`config.mk`:
```
export PLATFORM = sky130hd
export DESIGN_NAME = uni_deser_rx
export DESIGN_NICKNAME = d
export VERILOG_FILES = /design/src/rtl/uni_deser_rx.sv
export SDC_FILE = /design/constraint.sdc
export NUM_CORES = 1
export LEC_CHECK = 0
export ABC_CLOCK_PERIOD_IN_PS = 4000
export CORE_MARGIN = 4
export CORE_UTILIZATION = 52
export DETAILED_ROUTE_END_ITERATION = 12
export DONT_BUFFER_PORTS = 1
export PLACE_DENSITY = 0.67
export SYNTH_ARGS = -nofsm -noshare
export SYNTH_HDL_FRONTEND = slang
export SYNTH_SLANG_ARGS = --single-unit
export TNS_END_PERCENT = 30
```
`constraint.sdc`:
```
create_clock -name clk -period 4 [get_ports clk]
set_input_delay 0.8 -clock clk [delete_from_list [all_inputs] [get_ports clk]]
set_output_delay 0.8 -clock clk [all_outputs]
set_load 0.05 [all_outputs]
```
`src/rtl/uni_deser_rx.sv`:
```
// rtl/uni_deser_rx.sv - framed serial-to-parallel receiver with one-entry output register
// Overrun and frame errors are sticky until err_clr.
module uni_deser_rx #(
  parameter int N         = 8,
  parameter bit LSB_FIRST = 1'b1
) (
  input  logic         clk,
  input  logic         reset_n,
  input  logic         s_in,
  input  logic         s_valid,
  input  logic         s_start,
  output logic [N-1:0] p_out,
  output logic         p_valid,
  input  logic         p_ready,
  output logic         busy,
  output logic         overrun,
  output logic         frame_err,
  input  logic         err_clr
);

  localparam int CW = $clog2(N + 1);

  typedef enum logic {IDLE, SHIFT} state_t;

  state_t         state, state_nxt;
  logic [N-1:0]   sr, sr_nxt, shifted, start_word;
  logic [CW-1:0]  cnt, cnt_nxt;
  logic           complete, restart;

  // LSB-first shifts right inserting at the MSB; MSB-first shifts left inserting at the LSB.
  function automatic logic [N-1:0] insert_bit(input logic [N-1:0] cur, input logic b);
    if (LSB_FIRST) return {b, cur[N-1:1]};
    else           return {cur[N-2:0], b};
  endfunction

  assign shifted    = insert_bit(sr, s_in);
  assign start_word = insert_bit('0, s_in);
  assign busy       = (state == SHIFT);

  always_ff @(posedge clk or negedge reset_n) begin
    if (!reset_n) state <= IDLE;
    else          state <= state_nxt;
  end

  always_comb begin
    state_nxt = state;
    sr_nxt    = sr;
    cnt_nxt   = cnt;
    complete  = 1'b0;
    restart   = 1'b0;
    if (s_valid) begin
      if (s_start) begin
        restart   = (state == SHIFT);
        sr_nxt    = start_word;
        cnt_nxt   = CW'(1);
        state_nxt = SHIFT;
      end else if (state == SHIFT) begin
        sr_nxt = shifted;
        if (cnt == CW'(N - 1)) begin
          complete  = 1'b1;
          cnt_nxt   = '0;
          state_nxt = IDLE;
        end else begin
          cnt_nxt = cnt + CW'(1);
        end
      end
    end
  end

  always_ff @(posedge clk or negedge reset_n) begin
    if (!reset_n) begin
      sr        <= '0;
      cnt       <= '0;
      p_out     <= '0;
      p_valid   <= 1'b0;
      overrun   <= 1'b0;
      frame_err <= 1'b0;
    end else begin
      sr  <= sr_nxt;
      cnt <= cnt_nxt;
      // A completion may refill the register on the same edge the consumer drains it.
      if (complete && (!p_valid || p_ready)) begin
        p_out   <= shifted;
        p_valid <= 1'b1;
      end else if (p_valid && p_ready) begin
        p_valid <= 1'b0;
      end
      overrun   <= (complete && p_valid && !p_ready) || (overrun && !err_clr);
      frame_err <= restart || (frame_err && !err_clr);
    end
  end

endmodule
```
==> flow_summary.ini, run 1 <==
[critical_path]
critical-path-top-delay-family = flip-flops
reg2regPathDepth = 3
criticalPathCategory = register to register
critPathSlowestCell = sky130_fd_sc_hd__dfrtp_1
critical_path.max_fanout = 14
worst_path_largest_cell_delay_ns = 0.88
worst-path-buf-inv = 0
reg2reg_from = busy
rr_endpoint = p_out[1]
crit_arrival_ns = 2.46
worst_ep_required_time_ns = 4.20
crit_path_cell_trace = nand2_1, nor4b_4, mux2_2
cp-end-kind = register
start_kind = register
rrSetupSlack_ns = 1.74

[synthesis]
synthesis.area_um2 = 1030
synth-simple-area-share_pct = 13.0
synthesized_area_fraction_occupied_by_ao_oa_aoi_and_oai_cells_pct = 14.8
yosys.area_share.xor_xnor_pct = 0
synth.mux.area_fraction_pct = 9.82
ys.warnings.count = 0
synth_fa_ha_area_share_pct = 1.21
synthDistinctLibCells = 25
postSynthRegisterBits = 23
post-synth-top-area-fraction_pct = 55.8
syn_inst = 87
postSynthAreaPerCell_um2 = 11.9
synth_nets = 95
yosysSeqAreaShare_pct = 55.8
synth_top_cell_by_area = sky130_fd_sc_hd__dfrtp_1
synth.area.top_cells = sky130_fd_sc_hd__dfrtp_1 (56%), sky130_fd_sc_hd__mux2_2 (9.8%), sky130_fd_sc_hd__a2bb2oi_1 (5.1%)
largest_family_of_logic_cells_by_synthesized_area = compound AO/OA/AOI/OAI gates

[placement]
count_of_input_and_output_buffers = 0
dp.final_hpwl_um = 1140
gp_congestion = 0.729

[drt]
dr.first_iter.drc_count = 8
routed-via-count = 637
drt_drc_violations_left = 0
detailroute.wirelength.met2_um = 676
wl_met3_um = 99
totalWireLength_um = 1600
wl_per_cell_um = 14.4
viasPerCell = 5.74
highest_layer = met4
first_pass_iters = 4
drt.antenna.violating_nets = 0
met1_length_um = 793

[global_route]
initial_antenna_violation_count = 0
wire_length_of_the_first_global_routing_pass_um = 2680
maximum_number_of_pins_on_one_net_before_global_route_repair = 24
grt_overflow = 0
grt_total_usage_pct = 13.4
grt_pass1_vias = 596

[cts]
cts_tree = built
cts_hold_buffers = 0
cts_post_setup_buffers_inserted = 0
root_buffer = sky130_fd_sc_hd__clkbuf_4
clk_pin_slew_ns = 0.12
max-clock-path-buffers = 2
cts_repair_resized_insts = 0
number_of_buffers_inserted_during_clock_tree_synthesis = 3
h-tree-depth = 1
cts.sink_count = 23
clock_latency_ns = 0.30

[timing]
hold_violations = 0
timing.fmax_mhz = 443
hold-worst-slack_ns = 0.167
setup_viol = 0
post_layout_min_period_ns = 2.26
max_slew_margin_pct = 47.4
final_max_slew_viol_count = 0
post-route-period-util_pct = 56.5
grt_setup_unrepaired = false
worst_clock_skew_ns = 0.00490
timing_worst_slew_pin_value_ns = 0.789
fin_setup_tns_ns = 0

[cells_and_area]
finalNetCount = 95
layout.cells.most_common = sky130_fd_sc_hd__dfrtp_1
top_library_cells_by_usage_in_the_layout_fill_and_taps_aside = sky130_fd_sc_hd__dfrtp_1 (23), sky130_fd_sc_hd__inv_1 (10), sky130_fd_sc_hd__mux2_2 (9)
area_delta_synth_final_pct = 3.88
antennaDiodeCount = 0
utilization_pct = 59.5
layout_cell_share_with_drive_strength_beyond_1_pct = 17.4

[run_status]
outcome = completed

[floorplan]
rows = 15
die_width_um = 52.6
die_area_um2 = 2760
core-area_um2 = 1800
floorplan.initialDensity_pct = 57.3
die-height_um = 52.6
io_pins = 19

[power_and_ir_drop]
cell_leakage_power_nw = 0.508
max_rail_drop_vdd_uv = 316
p_clk_share_pct = 18.8
switchingPower_w = 0.000193
p_comb_share_pct = 16.0
power_switching_share_pct = 35.1
pwr_density_cell_nw_per_um2 = 513
cell_internal_pwr_w = 0.000357
sequentialPowerShare_pct = 65.2

[flow_run]
drv_cap = 0

[hold_path]
hold_class = input pin to asynchronous set/reset pin
-- flip-flops by register name (all words and copies together) (netlist names) --
signal	cells
busy	1
cnt	4
frame_err	1
overrun	1
p_out	8
p_valid	1
sr	7
-- routing by layer --
layer,global-route usage (%),vias to the layer above
met4,7.66,0
met3,3.70,4
met2,19.2,16
met5,0,-
li1,-,313
met1,18.1,304
-- per-stage QoR --
step	instances	area [um^2]	setup WS, ns	total power, W
after floorplan	87	1030	2.06	0.000437
after global placement	107	1040	1.75	0.000449
after detailed placement	107	1040	1.73	0.000452
after CTS	111	1070	1.69	0.000558
after global routing	111	1070	1.54	0.000587
final	111	1070	1.74	0.000550
-- kinds of logic after synthesis --
kind of cell,Yosys count
flip-flops,23
AO/OA/AOI/OAI,21
multiplexers,9
AND/OR/NAND/NOR,18
adder cells (fa/ha/maj),1
buffers and inverters,15
-- power by group through the flow --
| stage | clock network, W | registers, W | logic (W) |
|---|---|---|---|
| after detailed placement | 0 | 0.000364 | 0.0000880 |
| after global placement | 0 | 0.000363 | 0.0000857 |
| after floorplan | 0 | 0.000352 | 0.0000859 |
| after CTS | 0.000110 | 0.000359 | 0.0000888 |
| final | 0.000104 | 0.000359 | 0.0000879 |
| after global routing | 0.000121 | 0.000365 | 0.000100 |
-- synth_stat cells --
cell type / n
sky130_fd_sc_hd__a21oi_1: 1
sky130_fd_sc_hd__a221o_1: 1
sky130_fd_sc_hd__a22o_1: 1
sky130_fd_sc_hd__a2bb2oi_1: 6
sky130_fd_sc_hd__and2_1: 1
sky130_fd_sc_hd__and3b_1: 1
sky130_fd_sc_hd__and4_1: 1
sky130_fd_sc_hd__and4b_1: 1
sky130_fd_sc_hd__clkbuf_1: 5
sky130_fd_sc_hd__dfrtp_1: 23
sky130_fd_sc_hd__ha_1: 1
sky130_fd_sc_hd__inv_1: 10
sky130_fd_sc_hd__mux2_2: 9
sky130_fd_sc_hd__nand2_1: 6
sky130_fd_sc_hd__nand2b_1: 2
sky130_fd_sc_hd__nand3b_4: 1
sky130_fd_sc_hd__nand4_1: 1
sky130_fd_sc_hd__nor2_1: 1
sky130_fd_sc_hd__nor3_1: 1
sky130_fd_sc_hd__nor4b_4: 1
sky130_fd_sc_hd__o21ai_0: 2
sky130_fd_sc_hd__o22ai_1: 8
sky130_fd_sc_hd__o311ai_0: 1
sky130_fd_sc_hd__o31ai_1: 1
sky130_fd_sc_hd__or3_1: 1
-- final cells by class --
cell class / instances / area (um^2)
Inverter: 10 / 37.5
Sequential cell: 23 / 576
Tap cell: 25 / 31.3
Fill cell: 151 / 729
Clock inverter: 1 / 5.00
Multi-Input combinational cell: 49 / 400
Clock buffer: 3 / 22.5
-- worst max-delay path by stage --
stage               startpoint       end  slack, ns  depth (start not counted)
finish                    busy  p_out[1]       1.74                          3
floorplan              s_start  p_out[7]       2.06                          3
detailed placement        busy  p_out[2]       1.73                          3
CTS                       busy  p_out[7]       1.69                          3
global placement          busy  p_out[5]       1.75                          3
global route              busy  p_out[7]       1.54                          3
Note: power is estimated with default switching activity, not from simulation.
==> inputs of run 2 (changes only) <==
ABC_CLOCK_PERIOD_IN_PS = 2000   (was 4000)
PLACE_DENSITY = 0.7   (was 0.67)
clock period = 2 ns   (was 4 ns; I/O delays follow)
==> run 2 against run 1 <==
  * Worst hold slack worse by 0.0023 ns
  * Die area unchanged
  * Non-clock buffer count up 4
  * Via count up 3.6%
  * Setup slack worse by 1.4 ns
  * Final cell count up 3.6%
  * Register-to-register slack worse by 1.4 ns
  * Clock power up 100%
  * Utilization up 1.7 points
  * Clock-buffer cell count up 1
  * Combinational power up 150%
  * Critical path depth up 2
  * Largest cell class unchanged
==> flow_summary.ini, run 2 (synthesis results as in run 1) <==
[floorplan]
die_width_um = 52.6
floorplan.initialDensity_pct = 57.3
core-area_um2 = 1800
rows = 15
die-height_um = 52.6
io_pins = 19
die_area_um2 = 2760

[flow_run]
drv_cap = 0

[cells_and_area]
antennaDiodeCount = 0
finalNetCount = 99
fill_cells = 153
layout_cell_share_with_drive_strength_beyond_1_pct = 18.9
layout.cells.most_common = sky130_fd_sc_hd__dfrtp_1
largest_reg_flops = 8
max_flop_register = p_out
utilization_pct = 61.3
largest_registers = p_out: 8 flops, sr: 7 flops, cnt: 4 flops
area_delta_synth_final_pct = 6.91
top_library_cells_by_usage_in_the_layout_fill_and_taps_aside = sky130_fd_sc_hd__dfrtp_1 (23), sky130_fd_sc_hd__inv_1 (10), sky130_fd_sc_hd__mux2_2 (9)
post-route-cell-area_um2 = 1100

[hold_path]
holdPathEnd = sr[2]
hold-path-cell-count = 1
min-delay-start = s_start
hold_class = input pin to register

[power_and_ir_drop]
cell_leakage_power_nw = 0.524
p_comb_share_pct = 19.5
pwr_density_cell_nw_per_um2 = 1020
max_rail_drop_vdd_uv = 531
p_clk_share_pct = 18.6
cell_internal_pwr_w = 0.000725
sequentialPowerShare_pct = 61.9
switchingPower_w = 0.000398
power_switching_share_pct = 35.5

[critical_path]
crit_arrival_ns = 1.88
critical-path-top-delay-family = flip-flops
rr_endpoint = p_out[4]
cp-startpoint = cnt[0]
worst_ep_required_time_ns = 2.20
reg2reg_from = cnt[0]
critical_path.max_fanout = 8
start_kind = register
rrSetupSlack_ns = 0.32
crit_path_cell_trace = ha_1, nand3b_4, nor4b_4, buf_4, mux2_2
critPathSlowestCell = sky130_fd_sc_hd__dfrtp_1
criticalPathCategory = register to register
cp-end-kind = register
worst-path-buf-inv = 1
worst_path_largest_cell_delay_ns = 0.40
reg2regPathDepth = 5

[timing]
fin_setup_tns_ns = 0
timing_worst_slew_pin_value_ns = 1.01
post-route-period-util_pct = 84.1
final_max_slew_viol_count = 0
timing.fmax_mhz = 595
post_layout_min_period_ns = 1.68
max_slew_margin_pct = 32.1
hold-worst-slack_ns = 0.165
grt_setup_unrepaired = false
setup_viol = 0
worst_clock_skew_ns = 0.00419
hold_violations = 0

[cts]
clock_latency_ns = 0.31
clk_pin_slew_ns = 0.12
h-tree-depth = 1
number_of_buffers_inserted_during_clock_tree_synthesis = 3
cts.sink_count = 23
cts_tree = built
max-clock-path-buffers = 2
root_buffer = sky130_fd_sc_hd__clkbuf_4

[global_route]
grt_pass1_vias = 714
grt_overflow = 0
maximum_number_of_pins_on_one_net_before_global_route_repair = 24
grt_total_usage_pct = 15.7
initial_antenna_violation_count = 0
wire_length_of_the_first_global_routing_pass_um = 3190

[placement]
count_of_input_and_output_buffers = 0
gp_congestion = 0.763
dpl_cell_area_um2 = 1070
dp.final_hpwl_um = 1250

[drt]
routed-via-count = 660
drt.antenna.violating_nets = 0
drt_drc_violations_left = 0
dr.first_iter.drc_count = 13
totalWireLength_um = 1800
first_pass_iters = 4
viasPerCell = 5.74
wl_per_cell_um = 15.7

[run_status]
outcome = completed
-- run 2: cell count changes in the layout (fill, tap and decap cells not counted) --
cell / delta
sky130_fd_sc_hd__clkinv_2: -1
sky130_fd_sc_hd__clkbuf_1: +1
sky130_fd_sc_hd__dlygate4sd3_1: +1
sky130_fd_sc_hd__buf_4: +3
-- run 2: worst max-delay path by stage --
| stage | to | slack, ns | cells after the start |
|---|---|---|---|
| 2_1_floorplan | p_out[7] | 0.18 | 3 |
| 3_3_place_gp | p_out[1] | 0.37 | 5 |
| 3_5_place_dp | p_out[2] | 0.34 | 5 |
| 4_1_cts | p_out[4] | 0.31 | 5 |
| 5_1_grt | p_out[1] | 0.20 | 5 |
| 6_report | p_out[4] | 0.32 | 5 |
-- run 2: power by group through the flow --
stage               clock, W  combinational [W]  sequential, W
global placement           0           0.000207       0.000701
CTS                 0.000219           0.000222       0.000696
global route        0.000239           0.000250       0.000708
finish              0.000209           0.000219       0.000695
detailed placement         0           0.000209       0.000704
floorplan                  0           0.000172       0.000703
-- run 2: stage by stage --
stage | instances | setup slack [ns] | total power [W]
2_1_floorplan | 87 | 0.180 | 0.000875
3_3_place_gp | 110 | 0.372 | 0.000908
3_5_place_dp | 110 | 0.339 | 0.000914
4_1_cts | 115 | 0.307 | 0.00114
5_1_grt | 115 | 0.197 | 0.00120
6_report | 115 | 0.319 | 0.00112
-- run 2: metal layers --
layer	up-vias	global-route usage [%]	part of all wire, %
met4	0	3.83	1.2
met5	-	0	0
li1	317	-	-
met1	319	19.6	46
met3	4	7.41	7.4
met2	20	24.6	46
-- run 2: timing repair --
item,in CTS,in global routing
hold buffers,1,0
setup buffers,0,0
endpoints found under the hold margin,23,0
resized for setup,0,0
-- run 2: area by class of cell --
| cell class | count | area, um^2 | area share, % |
|---|---|---|---|
| clock buffers | 4 | 26.3 | 2.38 |
| inverters | 10 | 37.5 | 3.40 |
| multi-input cells | 49 | 400 | 36.3 |
| flip-flops and latches | 23 | 576 | 52.2 |
| well taps | 25 | 31.3 | 2.83 |
| repair buffers | 4 | 32.5 | 2.95 |
